File: src/rtl/friscv_pmp_encoder.sv
// -----------------------------------------------------------------------------
// friscv_pmp_encoder
//
// Programs one PMP entry from a (base, log2 size, permissions, lock) request.
// The target entry is first disabled (its cfg byte cleared), then its pmpaddr
// is written, then the cfg byte is written with the new A/permission/lock
// bits. This ordering guarantees the region never matches while its address
// is half-updated. The other three bytes of the shared cfg CSR are preserved
// exactly as read back during the check phase.
//
// Ports:
//   aclk, srst           clock, synchronous active-high reset
//   req_*                request channel (valid/ready), fields captured on accept
//   csr_rd_addr/data     combinational CSR read port (data valid same cycle)
//   csr_wr_*             CSR write port (valid/ready), addr/data held until ready
//   rsp_valid/ready      completion handshake
//   rsp_error            0 ok, 1 illegal geometry or index, 2 entry locked
// -----------------------------------------------------------------------------
module friscv_pmp_encoder #(
    parameter int XLEN      = 32,
    parameter int RLEN      = 34,
    parameter int NB_REGION = 16
) (
    input  logic            aclk,
    input  logic            srst,
    input  logic            req_valid,
    output logic            req_ready,
    input  logic [3:0]      req_index,
    input  logic [RLEN-1:0] req_base,
    input  logic [5:0]      req_log2size,
    input  logic [2:0]      req_perm,
    input  logic            req_lock,
    output logic [11:0]     csr_rd_addr,
    input  logic [XLEN-1:0] csr_rd_data,
    output logic            csr_wr_valid,
    input  logic            csr_wr_ready,
    output logic [11:0]     csr_wr_addr,
    output logic [XLEN-1:0] csr_wr_data,
    output logic            rsp_valid,
    input  logic            rsp_ready,
    output logic [1:0]      rsp_error
);

    typedef enum logic [2:0] {
        IDLE,
        CHECK,
        WR_DIS,
        WR_ADDR,
        WR_CFG,
        RESP
    } state_t;

    state_t          r_state;
    state_t          w_next;

    logic [3:0]      r_index;
    logic [RLEN-1:0] r_base;
    logic [5:0]      r_log2size;
    logic [2:0]      r_perm;
    logic            r_lock;
    logic [XLEN-1:0] r_old_cfg;
    logic [1:0]      r_error;

    logic [11:0]     w_cfg_csr;
    logic [11:0]     w_addr_csr;
    logic [4:0]      w_shift;
    logic [RLEN-1:0] w_size_mask;
    logic [RLEN-1:0] w_napot_mask;
    logic            w_geom_err;
    logic            w_lock_err;
    logic [1:0]      w_check_err;
    logic [7:0]      w_new_byte;
    logic [XLEN-1:0] w_cfg_dis;
    logic [XLEN-1:0] w_cfg_new;
    logic [XLEN-1:0] w_addr_data;

    // CSR addressing: four entries share one cfg CSR, one byte each
    assign w_cfg_csr  = 12'h3A0 + {10'b0, r_index[3:2]};
    assign w_addr_csr = 12'h3B0 + {8'b0, r_index};
    assign w_shift    = {r_index[1:0], 3'b000};

    // Shifts at RLEN width: a shift of RLEN or more yields zero, so the
    // mask becomes all ones, which is the correct full-range mask.
    assign w_size_mask  = (RLEN'(1) << r_log2size) - RLEN'(1);
    assign w_napot_mask = (RLEN'(1) << (r_log2size - 6'd3)) - RLEN'(1);

    assign w_geom_err = (r_log2size < 6'd2)
                     || (32'(r_log2size) > RLEN)
                     || (32'(r_index) >= NB_REGION)
                     || ((r_base & w_size_mask) != '0);

    // L bit of the target byte in the freshly read cfg CSR
    assign w_lock_err  = csr_rd_data[w_shift + 5'd7];
    assign w_check_err = w_geom_err ? 2'd1 : (w_lock_err ? 2'd2 : 2'd0);

    assign w_new_byte = {r_lock, 2'b00, (r_log2size == 6'd2) ? 2'b10 : 2'b11, r_perm};
    assign w_cfg_dis  = r_old_cfg & ~(XLEN'(8'hFF) << w_shift);
    assign w_cfg_new  = w_cfg_dis | (XLEN'(w_new_byte) << w_shift);

    // NA4 writes the word address; NAPOT additionally fills the trailing
    // ones that encode the size. Truncation to XLEN drops nothing for
    // RLEN = XLEN + 2.
    assign w_addr_data = XLEN'(r_base[RLEN-1:2])
                       | ((r_log2size == 6'd2) ? '0 : XLEN'(w_napot_mask));

    always_ff @(posedge aclk) begin
        if (srst) begin
            r_state    <= IDLE;
            r_index    <= '0;
            r_base     <= '0;
            r_log2size <= '0;
            r_perm     <= '0;
            r_lock     <= 1'b0;
            r_old_cfg  <= '0;
            r_error    <= '0;
        end else begin
            r_state <= w_next;
            if (r_state == IDLE && req_valid) begin
                r_index    <= req_index;
                r_base     <= req_base;
                r_log2size <= req_log2size;
                r_perm     <= req_perm;
                r_lock     <= req_lock;
            end
            if (r_state == CHECK) begin
                r_old_cfg <= csr_rd_data;
                r_error   <= w_check_err;
            end
        end
    end

    always_comb begin
        w_next       = r_state;
        req_ready    = 1'b0;
        csr_rd_addr  = '0;
        csr_wr_valid = 1'b0;
        csr_wr_addr  = '0;
        csr_wr_data  = '0;
        rsp_valid    = 1'b0;
        rsp_error    = '0;
        case (r_state)
            IDLE: begin
                req_ready = 1'b1;
                if (req_valid) w_next = CHECK;
            end
            CHECK: begin
                csr_rd_addr = w_cfg_csr;
                w_next      = (w_check_err != 2'd0) ? RESP : WR_DIS;
            end
            WR_DIS: begin
                csr_wr_valid = 1'b1;
                csr_wr_addr  = w_cfg_csr;
                csr_wr_data  = w_cfg_dis;
                if (csr_wr_ready) w_next = WR_ADDR;
            end
            WR_ADDR: begin
                csr_wr_valid = 1'b1;
                csr_wr_addr  = w_addr_csr;
                csr_wr_data  = w_addr_data;
                if (csr_wr_ready) w_next = WR_CFG;
            end
            WR_CFG: begin
                csr_wr_valid = 1'b1;
                csr_wr_addr  = w_cfg_csr;
                csr_wr_data  = w_cfg_new;
                if (csr_wr_ready) w_next = RESP;
            end
            RESP: begin
                rsp_valid = 1'b1;
                rsp_error = r_error;
                if (rsp_ready) w_next = IDLE;
            end
            default: w_next = IDLE;
        endcase
    end

endmodule

File: config.mk
export PLATFORM = sky130hd
export DESIGN_NAME = friscv_pmp_encoder
export DESIGN_NICKNAME = d
export VERILOG_FILES = /design/src/rtl/friscv_pmp_encoder.sv
export SDC_FILE = /design/constraint.sdc
export NUM_CORES = 1
export LEC_CHECK = 0
export CAP_MARGIN = 20
export CORE_AREA = 2 2 130 132
export DETAILED_ROUTE_END_ITERATION = 10
export DIE_AREA = 0 0 132 134
export PLACE_DENSITY_LB_ADDON = 0.3
export SYNTH_ARGS = -nofsm -noshare
export SYNTH_HDL_FRONTEND = slang
export SYNTH_SLANG_ARGS = --single-unit
File: constraint.sdc
create_clock -name aclk -period 4.8 [get_ports aclk]
set_clock_uncertainty 0.15 [all_clocks]
set_input_delay 0.96 -clock aclk [delete_from_list [all_inputs] [get_ports aclk]]
set_output_delay 0.96 -clock aclk [all_outputs]
set_load 0.005 [all_outputs]
# ---- Word level (Yosys, flattened, before mapping)
# Index checks and enable logic that the tools add are counted.
dict set report word_totals {
  regBits 85
  output_inout_bits 61
}
dict set report op_classes {
  n_bitwise 5
  n_eq_ne 11
  addsub 6
  mux 20
  n_lt_le_gt_ge 3
  shifts 4
  n_reduce_logical 9
}
# op n
set op_table {}
lappend op_table {{one-hot mux 32 bit (3 select lines)} 1}
lappend op_table {{OR 32 bit} 2}
lappend op_table {{bitwise AND 34 bit} 1}
lappend op_table {{nonzero test 34 bit} 1}
lappend op_table {{<< shifter 1 x 6 -> 34 bit, first input constant} 1}
lappend op_table {{subtractor 34 x 2 -> 34 bit, second input constant} 1}
lappend op_table {{bitwise AND 32 bit} 1}
lappend op_table {{two-way mux 32 bit} 1}
lappend op_table {{NOT 32 bit} 1}
lappend op_table {{<< shifter 1 x 6 -> 32 bit, first input constant} 1}
lappend op_table {{<< shifter 8 x 5 -> 32 bit} 1}
lappend op_table {{<< shifter 8 x 5 -> 32 bit, first input constant} 1}
lappend op_table {{subtractor 32 x 2 -> 32 bit, second input constant} 1}
lappend op_table {{one-hot mux 11 bit (2 select lines)} 1}
lappend op_table {{two-way mux 3 bit} 6}
lappend op_table {{one-hot mux 3 bit (6 select lines)} 1}
lappend op_table {{adder 10 x 2 -> 11 bit, first input constant} 1}
lappend op_table {{adder 10 x 4 -> 11 bit, first input constant} 1}
lappend op_table {{two-way mux 11 bit} 1}
lappend op_table {{!= test 2 bit, second input constant} 5}
lappend op_table {{equality test 3 x 2 -> 1 bit, second input constant} 2}
lappend op_table {{equality test 3 bit, second input constant} 2}
lappend op_table {{equality test 6 x 2 -> 1 bit, second input constant} 1}
lappend op_table {{greater-than comparator 6 bit, second input constant} 1}
lappend op_table {{other kinds (15)} 22}

# ---- Depth between registers and ports, before layout
dict set report depth {
  ltp_word 9
  depth_mapped 16
  ltp_nobuf 13
}

# ---- Least setup slack after synthesis
# OpenSTA, ideal clock, no wires.
dict set report synth_timing {
  kind {reg-to-output}
  start {register r_log2size[0]}
  end {output csr_wr_data[20]}
  path_buffers 2
  stages_incl_launch_ff 15
  t_required_ns 3.690
  setup_slack_ns 0.570
  t_arrival_ns 3.120
  path_cell_list {dfxtp_1 -> buf_2 -> nand2_2 -> inv_2 -> ha_1 -> clkbuf_1 -> or3_1 -> a21oi_1 -> o31ai_1 -> or2_1 -> nor2_2 -> nand2_1 -> o211ai_1 -> o21ai_1 -> a221o_1}
}
dict set report synth_between {
  elab_chain_cells 6
  word_cells_on_any_way 7
  cone_classes {add/sub (2); eq/ne (1); shift (1); mux (2); bitwise (1)}
}
# element line_no
set synth_lines {}
lappend synth_lines {{start: declaration} 58} ;# logic [5:0] r_log2size;
lappend synth_lines {{start signal: assignment} 121} ;# r_log2size <= req_log2size;
lappend synth_lines {{subtractor 6 x 2 -> 6 bit} 85} ;# assign w_napot_mask = (RLEN'(1) << (r_log2size - 6'd3)) - RLEN'(1);
lappend synth_lines {{<< shifter 1 x 6 -> 32 bit} 85}
lappend synth_lines {{subtractor 32 x 2 -> 32 bit} 85}
lappend synth_lines {{two-way mux 32 bit (*)} 104} ;# | ((r_log2size == 6'd2) ? '0 : XLEN'(w_napot_mask));
lappend synth_lines {{OR 32 bit (*)} 104}
lappend synth_lines {{one-hot mux 32 bit (3 select lines) (*)} 141} ;# case (r_state)
lappend synth_lines {{end: declaration} 38} ;# output logic [XLEN-1:0] csr_wr_data,
# Mark *: on every way between the ends. The rest lies on a longest branch, timed or not.

# ---- Worst setup path after layout
dict set report layout_timing {
  start {register r_log2size[0]}
  end {output csr_wr_data[16]}
}
# Same word-level chain as after synthesis.

==> out/metrics.cfg <==
[placed_design]
port_buffers=136
placed_area_um2=8020
dp_cells=1273
hpwlAfterDp_um=20200
routabilityCongestion=1.00

[cells_and_area]
finalNonFillerCells=1291
diodes=0
nets=1155
area_delta_synth_final_pct=30.7
final_area_um2=8430
layout_common_cells=nand2_1, a21oi_1, clkdlybuf4s50_1, dfxtp_1, nor2_1
drive_gt1_share_pct=9.62
layout_commonest_cell=nand2_1

[synth]
syn_area_um2=6440
synth_top_area_share_pct=26.4
synth_area_leaders=dfxtp_1, nand2_1, a21oi_1, nor2_1, o21ai_0
synth_flop_cell=dfxtp_1
synth_xor_area_share_pct=4.06
yosys.area_share.simple_pct=30.3
synth_top_area_cell=dfxtp_1
synth_edf_count=0
yosysWarningCount=0
yosysSeqAreaShare_pct=26.4
synth_fa_ha_area_share_pct=0.777
async_flop_share_pct=0
synth-seq-cells=85
synth_compound_gate_area_share_pct=29.3
syn_area_per_cell_um2=6.76
syn_inst=953
synth_top_family_by_area=simple AND/OR/NAND/NOR gates
synth.mux.area_fraction_pct=1.61
ys_types=88

[grt]
grt_pass1_wl_um=40200
overflow=0
grt_use_total_pct=29.2
grt_max_degree=51
grt_antenna_before_repair=1
grt_pass1_vias=6819

[timing]
timing.hold.ws_ps=307
period_needed_ps=4690
setup_tns_ps=0
slew_headroom_pct=38.9
hold_viol_final=0
max_freq_ghz=0.213
drv_slew=0
worst_pin_slew_ps=914
finalSetupViolCount=0
period_share_pct=97.7

[floorplanning]
die_w_um=132
core-area_um2=16300
row_count=47
die_area_um2=17700
io_pins=146
start_util_pct=39.6
die_h_um=134

[worst_setup_path]
cp_max_fo=29
setup.worst_path.start_class=flip-flop
worstPathRequired_ps=3690
crit_arrival_ps=3580
critPathCaptureType=output port
critPathKind=reg2out
r2r_cells=13

[detailed_routing]
vias_per_cell=5.89
drt-wirelength-per-cell_um=20.6
drtPass1Iterations=5
wirelength_um=26500
drc=0
vias=7610
postRouteAntennaNets=0
drt_iter0_markers=1018

[clock_tree]
cts_tree=done
clk_pin_slew_ps=70
ctsHtreeMaxLevel=3
worstSkewPairLatency_ps=350
cts_root_buffer=clkbuf_16
clock-sinks=85
hold_buffers=0
clockBufferDepth=2
cts_buffers=9

[power]
power_density_nw_per_um2=442
power.total_mw=3.72
p_leak_nw=3.08
ir_worst_vdd_mv=0.211

[worst_hold_path]
min_path_type=reg2reg
holdPathStages=2

[job]
max_cap_violations=0

[status]
status=finished, final reports clean

[synth_stat cells (all sizes together), types with 4 or more instances]
master and instances:
o2111ai 5, o31ai 8, nor2b 13, xor2 14, nand2b 11, a21oi 139
or2 8, o211ai 7, clkbuf 49, o221ai 10, o41ai 4, a22o 6
a22oi 11, a221oi 7, buf 40, nor2 73, a221o 4, dfxtp 85
mux2i 7, o21a 5, nor3 9, o21ai 52, nand2 237, ha 4
a31oi 5, and3 8, a211oi 7, nand3 24, xnor2 15, or3 5
inv 10, and2 6, nand4 5
[metrics by stage]
step	worst slack, ps	utilization, %
CTS	52.4	51.4
floorplan	570	-
detailed placement	279	49.2
global route	-13.7	51.7
finish	112	51.7
global placement	322	49.2
[logic make-up (layout without fill, tap and decap cells)]
family                   after synthesis  count (layout)
other                                  1               9
multiplexers                           9               9
flip-flops                            85              85
buffers and inverters                100             210
AND/OR/NAND/NOR                      426             426
XOR/XNOR                              29              29
AO/OA/AOI/OAI                        299             299
adder cells (fa/ha/maj)                4               4
[worst paths after layout]
kind	slack [ps]	from	endpoint
worst max register to register	680	r_log2size[1]$_SDFFE_PP0P_	r_state[2]$_SDFFE_PP0P_
worst max-delay path	110	r_log2size[0]$_SDFFE_PP0P_	csr_wr_data[16]
worst min register to register	310	r_old_cfg[15]$_SDFFE_PP0P_	r_old_cfg[15]$_SDFFE_PP0P_
worst min-delay path	310	r_old_cfg[15]$_SDFFE_PP0P_	r_old_cfg[15]$_SDFFE_PP0P_
[power by group]
| group | switching [mW] | internal (mW) | total (mW) |
|---|---|---|---|
| Combinational | 1.18 | 0.762 | 1.95 |
| Clock | 0.309 | 0.475 | 0.784 |
| Sequential | 0.149 | 0.844 | 0.993 |
| Total | 1.64 | 2.08 | 3.72 |
[per-layer routing]
metal  global-route usage [%]  routed length [um]  up-vias
met4                     11.1                1050        2
met1                     41.1               11700     3546
met3                     6.27                2480       75
met5                        0                   8        -
li1                         -                   -     3574
met2                     43.8               11300      413
[registers in the layout, indices dropped and copies added, names as in the netlist]
signal,count
r_lock,1
r_state,3
r_old_cfg,32
r_error,2
r_base,34
r_perm,3
r_index,4
r_log2size,6
[cell type report]
cell class / instances / area, um^2
flip-flops and latches: 85 / 1710
inverters: 11 / 41.3
multi-input cells: 776 / 4340
clock buffers: 10 / 239
repair buffers: 183 / 1730
clock inverters: 6 / 93.8
well taps: 220 / 275
fillers: 1650 / 7860
[critical path, cell delays in order (launching register included)]
cell and delay (ps):
dfxtp_2 370, buf_4 330, or2_2 290, nor2_1 80
nand2_1 70, ha_1 180, o31ai_1 90, or2_1 280
nor2_4 220, o21ai_0 140, xor2_1 280, a21oi_1 130
o221ai_2 210, clkdlybuf4s50_1 540
[repair_timing]
item / 4_1_cts / 5_1_grt
pin swaps: 0 / 4
setup endpoints to repair: 8 / 11
resized for setup: 5 / 12
gates cloned: 0 / 0
buffers inserted: 0 / 2
No activity file was read; power rests on OpenSTA's default activity.
